<file path="config.mk">
export PLATFORM = sky130hd
export DESIGN_NAME = inst_fetch
export DESIGN_NICKNAME = d
export VERILOG_FILES = /design/src/rtl/inst_fetch.sv
export SDC_FILE = /design/constraint.sdc
export NUM_CORES = 1
export LEC_CHECK = 0
export CELL_PAD_IN_SITES_DETAIL_PLACEMENT = 0
export CELL_PAD_IN_SITES_GLOBAL_PLACEMENT = 2
export CORE_UTILIZATION = 35
export CTS_CLUSTER_SIZE = 8
export DETAILED_ROUTE_END_ITERATION = 12
export PLACE_DENSITY_LB_ADDON = 0.08
export SYNTH_ARGS = -nofsm -noshare
export SYNTH_HDL_FRONTEND = slang
export SYNTH_SLANG_ARGS = --single-unit
</file>
<file path="constraint.sdc">
create_clock -name clk_i -period 2.5 [get_ports clk_i]
set_input_delay 0.25 -clock clk_i [delete_from_list [all_inputs] [get_ports clk_i]]
set_output_delay 0.25 -clock clk_i [all_outputs]
set_load 0.01 [all_outputs]
</file>
<file path="src/rtl/inst_fetch.sv">
// Instruction fetch stage: owns the fetch PC, runs a single-outstanding req/ack
// read master to instruction memory and buffers returned words for IF/ID.
module inst_fetch #(
  parameter int                ADDR_W   = 16,
  parameter int                INST_W   = 16,
  parameter int                DEPTH    = 2,
  parameter logic [ADDR_W-1:0] RESET_PC = {ADDR_W{1'b0}}
) (
  input  logic              clk_i,
  input  logic              rst_i,
  input  logic              stall_i,
  input  logic              flush_i,
  input  logic [ADDR_W-1:0] flush_pc_i,
  output logic              imem_req_o,
  output logic [ADDR_W-1:0] imem_addr_o,
  input  logic              imem_ack_i,
  input  logic [INST_W-1:0] imem_data_i,
  output logic [INST_W-1:0] if_inst_o,
  output logic [ADDR_W-1:0] if_PC_o,
  output logic              if_valid_o
);

  localparam int                PTR_W   = (DEPTH > 1) ? $clog2(DEPTH) : 1;
  localparam int                CNT_W   = PTR_W + 1;
  localparam logic [CNT_W-1:0]  DEPTH_C = CNT_W'(DEPTH);
  localparam logic [CNT_W-1:0]  CNT_ONE = CNT_W'(1);
  localparam logic [CNT_W-1:0]  CNT_ZRO = {CNT_W{1'b0}};
  localparam logic [PTR_W-1:0]  PTR_ONE = PTR_W'(1);
  localparam logic [PTR_W-1:0]  PTR_ZRO = {PTR_W{1'b0}};
  localparam logic [ADDR_W-1:0] PC_ONE  = ADDR_W'(1);

  typedef enum logic [1:0] {
    S_IDLE = 2'd0,
    S_REQ  = 2'd1,
    S_DROP = 2'd2
  } state_e;

  state_e            state_q;
  logic              req_q;
  logic [ADDR_W-1:0] fetch_pc_q;
  logic [ADDR_W-1:0] addr_q;
  logic [PTR_W-1:0]  wr_ptr_q;
  logic [PTR_W-1:0]  rd_ptr_q;
  logic [CNT_W-1:0]  count_q;
  logic [CNT_W-1:0]  count_next_s;
  logic [ADDR_W-1:0] pc_mem_q   [DEPTH];
  logic [INST_W-1:0] inst_mem_q [DEPTH];
  logic              push_s;
  logic              pop_s;
  logic              room_s;

  // A flush cancels both the pending push and the pop; the buffer is cleared instead.
  assign push_s = (state_q == S_REQ) && imem_ack_i && !flush_i;
  assign pop_s  = (count_q != CNT_ZRO) && !stall_i && !flush_i;
  assign room_s = (count_next_s < DEPTH_C);

  // Buffer occupancy after this cycle's push/pop, used to decide whether to keep fetching.
  always_comb begin
    count_next_s = count_q;
    if (push_s && !pop_s) begin
      count_next_s = count_q + CNT_ONE;
    end else if (pop_s && !push_s) begin
      count_next_s = count_q - CNT_ONE;
    end else begin
      count_next_s = count_q;
    end
  end

  // Fetch FSM, pointers, count and registered memory request outputs.
  always_ff @(posedge clk_i or negedge rst_i) begin
    if (!rst_i) begin
      state_q    <= S_IDLE;
      req_q      <= 1'b0;
      fetch_pc_q <= RESET_PC;
      addr_q     <= RESET_PC;
      wr_ptr_q   <= PTR_ZRO;
      rd_ptr_q   <= PTR_ZRO;
      count_q    <= CNT_ZRO;
    end else if (flush_i) begin
      fetch_pc_q <= flush_pc_i;
      wr_ptr_q   <= PTR_ZRO;
      rd_ptr_q   <= PTR_ZRO;
      count_q    <= CNT_ZRO;
      case (state_q)
        S_IDLE: begin
          state_q <= S_REQ;
          req_q   <= 1'b1;
          addr_q  <= flush_pc_i;
        end
        S_REQ, S_DROP: begin
          // An unacked handshake must complete at its old address before redirecting.
          if (imem_ack_i) begin
            state_q <= S_REQ;
            req_q   <= 1'b1;
            addr_q  <= flush_pc_i;
          end else begin
            state_q <= S_DROP;
            req_q   <= 1'b1;
            addr_q  <= addr_q;
          end
        end
        default: begin
          state_q <= S_IDLE;
          req_q   <= 1'b0;
          addr_q  <= flush_pc_i;
        end
      endcase
    end else begin
      count_q  <= count_next_s;
      wr_ptr_q <= push_s ? (wr_ptr_q + PTR_ONE) : wr_ptr_q;
      rd_ptr_q <= pop_s  ? (rd_ptr_q + PTR_ONE) : rd_ptr_q;
      case (state_q)
        S_IDLE: begin
          if (room_s) begin
            state_q <= S_REQ;
            req_q   <= 1'b1;
          end else begin
            state_q <= S_IDLE;
            req_q   <= 1'b0;
          end
          addr_q <= fetch_pc_q;
        end
        S_REQ: begin
          if (imem_ack_i) begin
            fetch_pc_q <= fetch_pc_q + PC_ONE;
            addr_q     <= fetch_pc_q + PC_ONE;
            if (room_s) begin
              state_q <= S_REQ;
              req_q   <= 1'b1;
            end else begin
              state_q <= S_IDLE;
              req_q   <= 1'b0;
            end
          end else begin
            state_q <= S_REQ;
            req_q   <= 1'b1;
            addr_q  <= addr_q;
          end
        end
        S_DROP: begin
          if (imem_ack_i) begin
            state_q <= S_REQ;
            req_q   <= 1'b1;
            addr_q  <= fetch_pc_q;
          end else begin
            state_q <= S_DROP;
            req_q   <= 1'b1;
            addr_q  <= addr_q;
          end
        end
        default: begin
          state_q <= S_IDLE;
          req_q   <= 1'b0;
          addr_q  <= fetch_pc_q;
        end
      endcase
    end
  end

  // Prefetch buffer storage; entries are written only on an accepted push.
  always_ff @(posedge clk_i or negedge rst_i) begin
    if (!rst_i) begin
      for (int i = 0; i < DEPTH; i++) begin
        pc_mem_q[i]   <= {ADDR_W{1'b0}};
        inst_mem_q[i] <= {INST_W{1'b0}};
      end
    end else if (push_s) begin
      pc_mem_q[wr_ptr_q]   <= fetch_pc_q;
      inst_mem_q[wr_ptr_q] <= imem_data_i;
    end else begin
      pc_mem_q[wr_ptr_q]   <= pc_mem_q[wr_ptr_q];
      inst_mem_q[wr_ptr_q] <= inst_mem_q[wr_ptr_q];
    end
  end

  assign imem_req_o  = req_q;
  assign imem_addr_o = addr_q;
  assign if_valid_o  = (count_q != CNT_ZRO);
  assign if_inst_o   = if_valid_o ? inst_mem_q[rd_ptr_q] : {INST_W{1'b0}};
  assign if_PC_o     = if_valid_o ? pc_mem_q[rd_ptr_q]   : {ADDR_W{1'b0}};

endmodule

</file>
# Word level (Yosys, flattened, before mapping)
# Cells that the tools add are included.
[classes] addsub=5 order_cmp=4 eq_ne=5 muxes=48 n_bitwise=2 n_reduce_logical=21
[ops] op="$mux W16" count=22
[ops] op="$bwmux W32" count=4
[ops] op="$mux W32" count=2
[ops] op="$pmux W16 S2" count=1
[ops] op="$add A16 B1 Y16 const B" count=1
[ops] op="$demux W16 S1" count=1
[ops] op="$mux W2" count=6
[ops] op="$reduce_bool A2 Y1" count=5
[ops] op="$mux W1" count=9
[ops] op="$ne A3 B3 Y1 const B" count=3
[ops] op="$logic_and A1 B1 Y1" count=7
[ops] op="$pmux W2 S3" count=1
[ops] op="$ge A2 B2 Y1 const B" count=2
[ops] op="$logic_not A1 Y1" count=4
[ops] op="$not A1 Y2" count=2
[ops] op="$pmux W2 S2" count=1
[ops] op="$pmux W1 S3" count=1
[ops] op="$reduce_and A3 Y1" count=1
[ops] op="$reduce_or A3 Y1" count=1
[ops] op="$add A1 B1 Y1 const B" count=2
[ops] op="$add A2 B1 Y2 const B" count=1
[ops] op="$eq A2 B1 Y1 const B" count=1
[ops] op="$eq A2 B2 Y1 const B" count=1
[ops] op="$logic_not A2 Y1" count=1
[ops] op="other kinds (5)" count=5
[totals] reg_bits=103 input_bits=37 output_inout_bits=50 word_cells=96

# Depth between registers and ports, before layout
[depth] depth_word=12 depth_mapped=9 mapped_depth_nobuf=7

# Least setup slack after synthesis
# OpenSTA, ideal clock, no wires.
[synth_path] path_type="register to register" startpoint="reg state_q[1]" endpoint="reg fetch_pc_q[6]" setup_time_ps=125 arrival_ps=1659 required_time_ps=2375 path_slack_ps=716 path_stages_with_launch=10 n_path_buf=2 period_less_slack_ps=1784 cell_sequence="dfrtp_1 -> inv_1 -> ha_1 -> buf_2 -> and2_1 -> buf_2 -> nand2_1 -> nor2_1 -> xor2_1 -> mux2_2"
[synth_between] elab_chain_len=3
[synth_rtl] element="from (decl)" line_no="38" source="state_e state_q;"
[synth_rtl] element="from (signal assigned)" line_no="72" source="state_q <= S_IDLE;"
[synth_rtl] element="from (signal assigned)" line_no="86" source="state_q <= S_REQ;"
[synth_rtl] element="from (signal assigned)" line_no="93" source="state_q <= S_REQ;"
[synth_rtl] element="$eq A2 B1 Y1" line_no="112" source="case (state_q)"
[synth_rtl] element="$reduce_bool A2 Y1 (no source line)"
[synth_rtl] element="$reduce_and A2 Y1 (no source line)"
[synth_rtl] element="to (signal assigned)" line_no="80" source="fetch_pc_q <= flush_pc_i;"
[synth_rtl] element="to (signal assigned)" line_no="125" source="fetch_pc_q <= fetch_pc_q + PC_ONE;"
[synth_rtl] element="to (decl)" line_no="40" source="logic [ADDR_W-1:0] fetch_pc_q;"
# Every way passes these cells.
# A chain may end at the register's enable or synchronous reset.

# Final worst setup path
[layout_path] startpoint="reg rd_ptr_q" endpoint="out if_PC_o[3]"
[layout_between] elab_chain_len=5
[layout_rtl] element="from (decl)" line_no="43" source="logic [PTR_W-1:0] rd_ptr_q;"
[layout_rtl] element="from (signal assigned)" line_no="111" source="rd_ptr_q <= pop_s ? (rd_ptr_q + PTR_ONE) : rd_ptr_q;"
[layout_rtl] element="$not A1 Y2 (not written as such)" line_no="180" source="assign if_PC_o = if_valid_o ? pc_mem_q[rd_ptr_q] : {ADDR_W{1'b0}};"
[layout_rtl] element="$mux W16 (not written as such) (3 in series)" line_no="180"
[layout_rtl] element="$mux W16" line_no="180"
[layout_rtl] element="to (decl)" line_no="19" source="output logic [ADDR_W-1:0] if_PC_o,"
# Every way passes these cells. The select of a mux whose other input is x is not followed.

==> flow_summary.toml <==
[routing]
vias = 3654
wl_per_cell_um = 16.7
drc_errors = 0
firstDrtPassIters = 4
drtIter0Drc = 176
antenna_left = 0
drt_wl_total_um = 12300
via_per_inst = 4.98

[logic_synthesis]
avgSynthCellArea_sq_um = 11.1
synth-edff-count = 0
synthCells = 469
synth.ff_latch_count = 103
syn_nets = 513
seq_area_frac_synth = 0.493
yosysWarnings = 0
synth_area_sq_um = 5230
ys.flop_type = "dfrtp_1"
async_flop_share = 1.00
synth.distinct_cells = 43

[power]
p_sw_uw = 2610
comb_power_share = 0.454
seq_power_share = 0.371
total_power_uw = 7570
p_int_uw = 4960
p_clk_frac = 0.175
cellLeakagePower_uw = 0.00270
power.density_nw_per_um2 = 1150
swShare = 0.345
ir_drop_mv = 0.369

[timing]
skew_ps = 7.78
relSlewSlack = 0.428
rsz0062_at_grt = "false"
timing.final.crit_share = 0.916
drv_slew = 0
tightest_slew_ps = 854
fin_crit_ps = 2290
hold_viol = 0
setup_violations = 0
hold_slack_ps = 441
final.setup.tns_ps = 0
fmax_mhz = 437

[cts]
h-tree-depth = 3
postCtsSetupBuffers = 0
clkTransAtPathRegs_ps = 70
cts_buffers = 9
cts_root_buf = "clkbuf_16"
cts_num_sinks = 103
clk_latency_ps = 350
clockBufferDepth = 2
cts_tree = "done"

[global_routing]
grt_max_degree = 61
grt_pass1_wl_um = 19500
grtUsageMet2 = 0.274
busiest_layer = "met2"
globalRouteMet1Util = 0.229
antenna_found_initial = 0
grtUsageTotal = 0.170
grt_pass1_vias = 3742
grt_use_met3 = 0.0261
overflow = 0

[setup_path]
cpMaxStageDelayCell = "dfrtp_2"
crit_arrival_ps = 2040
r2r-end = "fetch_pc_q[14]"
crit_start = "rd_ptr_q"
path_depth = 4
rr_worst_depth = 6
slowest_delay_ps = 630
worst-setup-path-type = "flip-flop to output port"
path_cells = "buf_4 > mux2i_1 > nor2_1 > clkdlybuf4s50_1"
critPathCaptureType = "output port"
r2r_slack_ps = 410
path_buf_inv = 2
crit_fanout = 13
endpoint = "if_PC_o[3]"
cp_top_family = "buffers and inverters"
cp-start-kind = "flip-flop"
r2r-start = "fetch_pc_q[1]"
worst_ep_required_time_ps = 2250

[finish]
register_area_sq_um = 2580
final_net_count = 588
n_fill_cell = 1367
final_cells = 733
area_delta_synth_final_pct = 26.2
n_antenna_cell = 0
multi_input_area_sq_um = 2450
post-route-cell-area_sq_um = 6590
drive_above_1_share = 0.204

[floorplanning]
die_h_um = 124
core-area_sq_um = 14500
rows = 44
io_pins = 87
die-area_sq_um = 15400
start_util = 0.360
die_w_um = 124

[run]
drv_cap = 0

[placed_design]
dp_cells = 716
place_area_sq_um = 6310
gp_congestion = 0.742
portBuffers = 86
dpl.hpwl_um = 8440

[min_path]
hold_class = "input port to async pin"

[status]
status = "finished, final reports clean"
-- how the worst min path moves through the flow --
stage	from	to	slack (ps)
final	rst_i	inst_mem_q[11]	440
after global routing	rst_i	inst_mem_q[11]	500
after detailed placement	rst_i	inst_mem_q[11]	310
after CTS	rst_i	inst_mem_q[11]	470
after floorplan	rst_i	count_q[0]	-50
after global placement	rst_i	inst_mem_q[11]	300
-- sequential cells by signal, summed over array words and instances (netlist names) --
signal and cells:
count_q 2, inst_mem_q 32, state_q 2, pc_mem_q 32, rd_ptr_q 1, fetch_pc_q 16
imem_req_o 1, imem_addr_o 16, wr_ptr_q 1
-- repair_timing --
item	4_1_cts	5_1_grt
endpoints found under the hold margin	43	0
resized for setup	1	0
hold buffers	1	0
endpoints found under the setup margin	19	0
-- Yosys cell counts (5+ instances only) --
master / instances / area share
a211oi_1: 5 / 0.0072
a21oi_1: 11 / 0.011
and3_1: 5 / 0.0060
buf_2: 19 / 0.018
buf_4: 5 / 0.0072
clkbuf_1: 11 / 0.0079
dfrtp_1: 103 / 0.49
ha_1: 7 / 0.017
inv_1: 6 / 0.0043
mux2_2: 73 / 0.16
mux2i_1: 34 / 0.065
nand2_1: 25 / 0.018
nand3_1: 7 / 0.0067
nand4_1: 7 / 0.0084
nor2_1: 60 / 0.043
nor3_1: 8 / 0.0077
o21ai_0: 14 / 0.013
xnor2_1: 17 / 0.028
xor2_1: 15 / 0.025
-- cells by family after synthesis --
family          after synthesis  share of synthesized area
fa+ha+maj                     7                     0.0168
buf+inv                      44                     0.0400
flops                       103                      0.493
simple gates                127                      0.113
xor+xnor                     32                     0.0536
compound gates               47                     0.0570
mux                         109                      0.227
-- final cells by class --
class	instances	share of cell area
Clock buffer	9	0.0342
Multi-Input combinational cell	322	0.371
Sequential cell	103	0.391
Clock inverter	7	0.00740
Inverter	7	0.00399
Tap cell	184	0.0349
Timing Repair Buffer	101	0.157
-- routing by layer --
metal / part of all wire / vias up
met5: 0 / -
met4: 0.015 / 0
met3: 0.037 / 14
met2: 0.46 / 76
met1: 0.48 / 1800
li1: - / 1764
-- per-stage QoR --
| stage | util | setup WS (ps) |
|---|---|---|
| floorplan | - | 716 |
| global route | 0.454 | 83.1 |
| detailed placement | 0.434 | 196 |
| global placement | 0.434 | 232 |
| finish | 0.454 | 211 |
| CTS | 0.454 | 143 |
-- power groups by stage --
stage / registers, uW / clock network (uW) / logic [uW]
2_1_floorplan: 2700 / 0 / 2090
3_3_place_gp: 2810 / 0 / 3450
3_5_place_dp: 2850 / 0 / 3490
4_1_cts: 2820 / 1370 / 3510
5_1_grt: 2910 / 1430 / 3790
6_report: 2810 / 1330 / 3430
-- worst register-to-register path, stage by stage (launching register included) --
cell     delay (ps)
dfrtp_1         480
ha_1            280
nand3_1         190
nor3_1          420
nand4_1         170
xnor2_1         170
mux2_2          270
-- cells in the final DEF, fill, tap and decap left out, types with 2 or more instances in the layout --
cell type,synthesis,routed
a211oi_1,5,5
a21o_1,2,2
a21oi_1,11,11
a221oi_1,2,2
a22oi_1,4,4
a31oi_1,2,2
and2_1,2,2
and3_1,5,5
and4_1,2,2
buf_12,0,5
buf_4,5,10
clkbuf_16,0,9
clkdlybuf4s50_1,0,85
clkinv_2,0,3
clkinv_4,0,2
dfrtp_1,103,102
ha_1,7,6
inv_1,6,6
mux2_1,2,2
mux2_2,73,73
mux2i_1,34,34
nand2_1,25,25
nand3_1,7,7
nand4_1,7,7
nor2_1,60,60
nor2b_1,3,3
nor3_1,8,8
o21ai_0,14,14
o31ai_1,3,3
xnor2_1,17,17
xor2_1,15,15
(Power assumes the default switching activity.)
